### config.mk
export PLATFORM = sky130hd
export DESIGN_NAME = reg_readback
export DESIGN_NICKNAME = d
export VERILOG_FILES = /design/src/rtl/reg_readback.sv
export SDC_FILE = /design/constraint.sdc
export NUM_CORES = 1
export LEC_CHECK = 0
export BUFFER_PORTS_ARGS = -buffer_cell sky130_fd_sc_hd__buf_2
export CAP_MARGIN = 20
export CORE_ASPECT_RATIO = 0.5
export CORE_UTILIZATION = 40
export DETAILED_ROUTE_END_ITERATION = 7
export GPL_TIMING_DRIVEN = 0
export PLACE_DENSITY = 0.61
export SYNTH_ARGS = -nofsm -noshare
export SYNTH_HDL_FRONTEND = slang
export SYNTH_SLANG_ARGS = --single-unit
### constraint.sdc
create_clock -name clk -period 1.6 [get_ports clk]
set_input_delay 0.16 -clock clk [delete_from_list [all_inputs] [get_ports clk]]
set_output_delay 0.16 -clock clk [all_outputs]
set_load 0.05 [all_outputs]
### src/rtl/reg_readback.sv
// Register read-back queue: captures the indexed 8-bit register on an accepted read
// request and streams it out through a small FIFO. Optional parity: REG_READBACK_PARITY_EN.
module reg_readback #(
  parameter int unsigned NREGS = 4,
  parameter int unsigned AW    = 2,
  parameter int unsigned DEPTH = 4
) (
  input  logic                     clk,
  input  logic                     rst_n,
  input  logic [NREGS*8-1:0]       reg_bus,
  input  logic                     rd_req,
  input  logic [AW-1:0]            rd_addr,
  output logic                     rd_ready,
`ifdef REG_READBACK_PARITY_EN
  output logic [8:0]               out_data,
`else
  output logic [7:0]               out_data,
`endif
  output logic                     out_valid,
  input  logic                     out_ready,
  output logic [$clog2(DEPTH):0]   level,
  output logic                     addr_err
);

  localparam int unsigned PW = $clog2(DEPTH);
  localparam int unsigned LW = PW + 1;
`ifdef REG_READBACK_PARITY_EN
  localparam int unsigned DW = 9;
`else
  localparam int unsigned DW = 8;
`endif

  logic [DW-1:0] mem [DEPTH];
  logic [PW-1:0] wptr, rptr, wptr_nxt, rptr_nxt;
  logic [LW-1:0] level_nxt;
  logic [DW-1:0] data_nxt;
  logic [DW-1:0] entry_c;
  logic [7:0]    sel_c;
  logic          addr_ok_c;
  logic          push, pop;

  // Register select; out-of-range indices read as zero
  always_comb begin
    sel_c     = '0;
    addr_ok_c = 1'b0;
    for (int unsigned i = 0; i < NREGS; i++) begin
      if (rd_addr == AW'(i)) begin
        sel_c     = reg_bus[8*i +: 8];
        addr_ok_c = 1'b1;
      end
    end
`ifdef REG_READBACK_PARITY_EN
    entry_c = {^sel_c, sel_c};
`else
    entry_c = sel_c;
`endif
  end

  // Next-state: pointers, occupancy and the registered head value
  always_comb begin
    push      = rd_req && rd_ready;
    pop       = out_valid && out_ready;
    wptr_nxt  = push ? wptr + PW'(1) : wptr;
    rptr_nxt  = pop  ? rptr + PW'(1) : rptr;
    level_nxt = level + LW'(push) - LW'(pop);
    data_nxt  = out_data;
    // The pushed entry becomes the head when nothing older survives this edge
    if (push && (level == '0 || (pop && level == LW'(1)))) begin
      data_nxt = entry_c;
    end else if (pop && level > LW'(1)) begin
      data_nxt = mem[rptr_nxt];
    end
  end

  always_ff @(posedge clk or negedge rst_n) begin
    if (!rst_n) begin
      wptr      <= '0;
      rptr      <= '0;
      level     <= '0;
      out_valid <= 1'b0;
      rd_ready  <= 1'b1;
      out_data  <= '0;
      addr_err  <= 1'b0;
    end else begin
      wptr      <= wptr_nxt;
      rptr      <= rptr_nxt;
      level     <= level_nxt;
      out_valid <= (level_nxt != '0);
      rd_ready  <= (level_nxt != LW'(DEPTH));
      out_data  <= data_nxt;
      addr_err  <= addr_err | (push & ~addr_ok_c);
    end
  end

  always_ff @(posedge clk) begin
    if (push) mem[wptr] <= entry_c;
  end

endmodule

==> results.py <==
metrics = {
    "finish": {
        "drive_gt1_share_pct": 50.0,
        "layout_commonest_cell": "buf_2",
        "syn_to_final_growth_pct": 28.7,
        "fin_nets": 250,
        "final_core_util_pct": 53.9,
        "fin_cells": 279,
        "stdcell_area_mm2": 0.00298,
        "layout_common_cells": "buf_2 (51), edfxtp_1 (32), dfrtp_1 (14), mux4_2 (13), nand2_1 (9)",
        "diodes": 0,
    },
    "critical_path": {
        "crit_type": "flip-flop to flip-flop",
        "r2r-start": "rd_ready$_DFF_PN1_",
        "crit_arrival_ns": 2.00,
        "r2r_cells": 7,
        "r2r_slack_ns": -0.18,
        "crit_start": "rd_ready$_DFF_PN1_",
        "start_kind": "flip-flop",
        "path_max_fanout": 3,
        "critical_path.endpoint_type": "flip-flop",
        "reg2reg_to": "out_valid$_DFF_PN0_",
        "required_ns": 1.82,
    },
    "floorplan": {
        "row_count": 19,
        "coreArea_mm2": 0.00554,
        "fp.dieW_um": 110,
        "start_util_pct": 41.8,
        "die_area_mm2": 0.00612,
        "io_pins": 52,
        "fp.dieH_um": 55.8,
    },
    "route": {
        "drt_iter0_markers": 34,
        "num_vias": 1434,
        "drc": 0,
        "first_pass_iters": 4,
        "vias_per_cell": 5.14,
        "ant_nets": 0,
        "wirelength_mm": 4.81,
        "wire_per_inst_um": 17.2,
    },
    "synth": {
        "ys_seq_area_share_pct": 61.0,
        "ys.warnings.count": 0,
        "synthesis.area_mm2": 0.00232,
        "syn_area_per_cell_um2": 16.6,
        "ys_ff_latch": 50,
        "synth_nets": 185,
        "ys_types": 28,
        "syn_inst": 140,
    },
    "timing": {
        "hold_viol_final": 0,
        "min_period_ns": 1.78,
        "fin_worst_skew_ns": 0.00608,
        "maxSlewHeadroom_pct": 57.3,
        "period_share_pct": 111,
        "rsz0062_at_grt": "true",
        "setup_viol": 12,
        "fmax_ghz": 0.562,
        "finalSetupTns_ns": -1.40,
        "slew_viol_final": 0,
        "setup_slack_ns": -0.180,
        "hold_ws_ns": 0.284,
        "tightestPinTransition_ns": 0.640,
    },
    "power": {
        "powerDensity_mw_per_mm2": 1820,
        "vdd_drop_max_mv": 1.00,
        "finalPower_mw": 5.41,
        "internal_power_mw": 3.37,
        "power_frac_comb_pct": 44.8,
        "p_switching_mw": 2.04,
        "seq_power_share_pct": 36.4,
        "switching_share_pct": 37.7,
        "p_clk_share_pct": 18.7,
        "p_leak_nw": 1.20,
    },
    "status": {
        "violations": "setup timing",
        "status": "finished with violations",
    },
    "min_path": {
        "min_from": "out_ready",
        "hp-class": "primary input to flip-flop",
        "worstHoldPathCells": 3,
        "holdPathEnd": "rptr[0]$_DFF_PN0_",
    },
    "cts": {
        "cts_tree": "built",
        "path_clk_slew_ns": 0.06,
        "htree_num_levels": 2,
        "clock-root-buffer": "clkbuf_16",
        "clk_path_buf_depth": 2,
        "clkSinkCount": 50,
        "clk_latency_ns": 0.28,
        "numCtsBuffers": 5,
    },
    "flow_run": {
        "cap_violations": 0,
    },
    "global_routing": {
        "grt_max_degree": 19,
        "antenna_found_initial": 0,
        "grt_pass1_vias": 1459,
        "grt_use_total_pct": 18.1,
        "grt_pass1_wl_mm": 7.82,
        "overflow": 0,
    },
    "place": {
        "dpl_cell_area_mm2": 0.00268,
        "gp_congestion": 0.722,
        "dpl.hpwl_mm": 3.20,
        "dpl_worst_slack_ns": -0.305,
        "port_buffers": 49,
        "placed_cells": 262,
    },
}
==> cell usage after synthesis <==
cell type,count,area share [%]
dfrtp_1,17,18
inv_1,4,0.65
a311oi_2,1,0.65
nor2_1,3,0.49
a211oi_4,1,0.86
mux2i_1,7,3.0
o31ai_1,1,0.32
ha_1,6,3.2
and3_2,4,1.3
fa_1,1,0.86
buf_6,1,0.49
nand2_4,1,0.49
nand2b_1,1,0.27
o21ai_1,5,1.1
a2111oi_1,1,0.43
nand3_1,3,0.65
mux2_2,1,0.49
buf_2,2,0.43
edfxtp_1,32,41
xnor2_1,4,1.5
mux4_2,13,13
or2_0,1,0.27
clkbuf_1,5,0.81
mux4_1,3,3.4
o21ai_2,2,0.76
dfstp_2,1,1.1
nand2_1,11,1.8
and3_1,8,2.2
==> registers in the layout, indices dropped and copies added, names as in the netlist <==
name       count
addr_err       1
out_valid      1
wptr           2
rptr           2
rd_ready       1
out_data       8
mem           32
level          3
==> kinds of logic after synthesis <==
family | Yosys count | share of synthesized area [%]
DFF | 50 | 61.0
and+or+nand+nor | 32 | 7.40
muxes | 24 | 19.5
buffers and inverters | 12 | 2.38
AOI/OAI and AO/OA | 11 | 4.10
adders and majority gates | 7 | 4.10
xor gates and xnor gates | 4 | 1.51
==> cell type report <==
type,instances,area [um2]
tap,73,91.3
clock inverter,1,3.75
buffer,8,43.8
sequential,50,1420
fill,458,2560
clock buffer,7,133
timing repair buffer,58,332
inverter,4,15.0
multi-input combinational,78,945
==> how the worst max path moves through the flow <==
stage          slack [ns]                 endpoint
5_1_grt             -0.26      out_valid$_DFF_PN0_
3_3_place_gp        -0.31  out_data[4]$_DFFE_PN0P_
2_1_floorplan       -0.27      out_valid$_DFF_PN0_
4_1_cts             -0.20      out_valid$_DFF_PN0_
6_report            -0.18      out_valid$_DFF_PN0_
3_5_place_dp        -0.31  out_data[7]$_DFFE_PN0P_
==> power groups by stage <==
| stage | clock [mW] | sequential [mW] | combinational (mW) |
|---|---|---|---|
| after floorplan | 0 | 2.47 | 1.11 |
| after global placement | 0 | 1.97 | 2.09 |
| after detailed placement | 0 | 1.98 | 2.11 |
| after CTS | 1.03 | 1.96 | 2.30 |
| after global routing | 1.08 | 2.01 | 2.64 |
| final | 1.01 | 1.97 | 2.43 |
==> timing repair <==
item	in CTS	in global routing
gates cloned	0	0
pin swaps	6	4
buffers inserted	6	2
setup endpoints to repair	12	12
hold buffers	1	0
endpoints found under the hold margin	17	0
gates resized for setup	8	7
==> metal layers <==
metal,up-vias,wire length [um],GRT usage [%]
met5,-,0,0
met4,0,35,5.14
met3,2,112,3.86
met2,20,2240,27.0
met1,741,2430,26.9
li1,671,-,-
==> worst max-delay path: stages (launching register included) <==
cell,delay (ns)
dfstp_4,0.66
nand2_8,0.05
nand3_4,0.08
nand2_2,0.06
ha_4,0.15
fa_2,0.34
xnor2_2,0.21
nand2b_4,0.15
(Power assumes the default switching activity.)
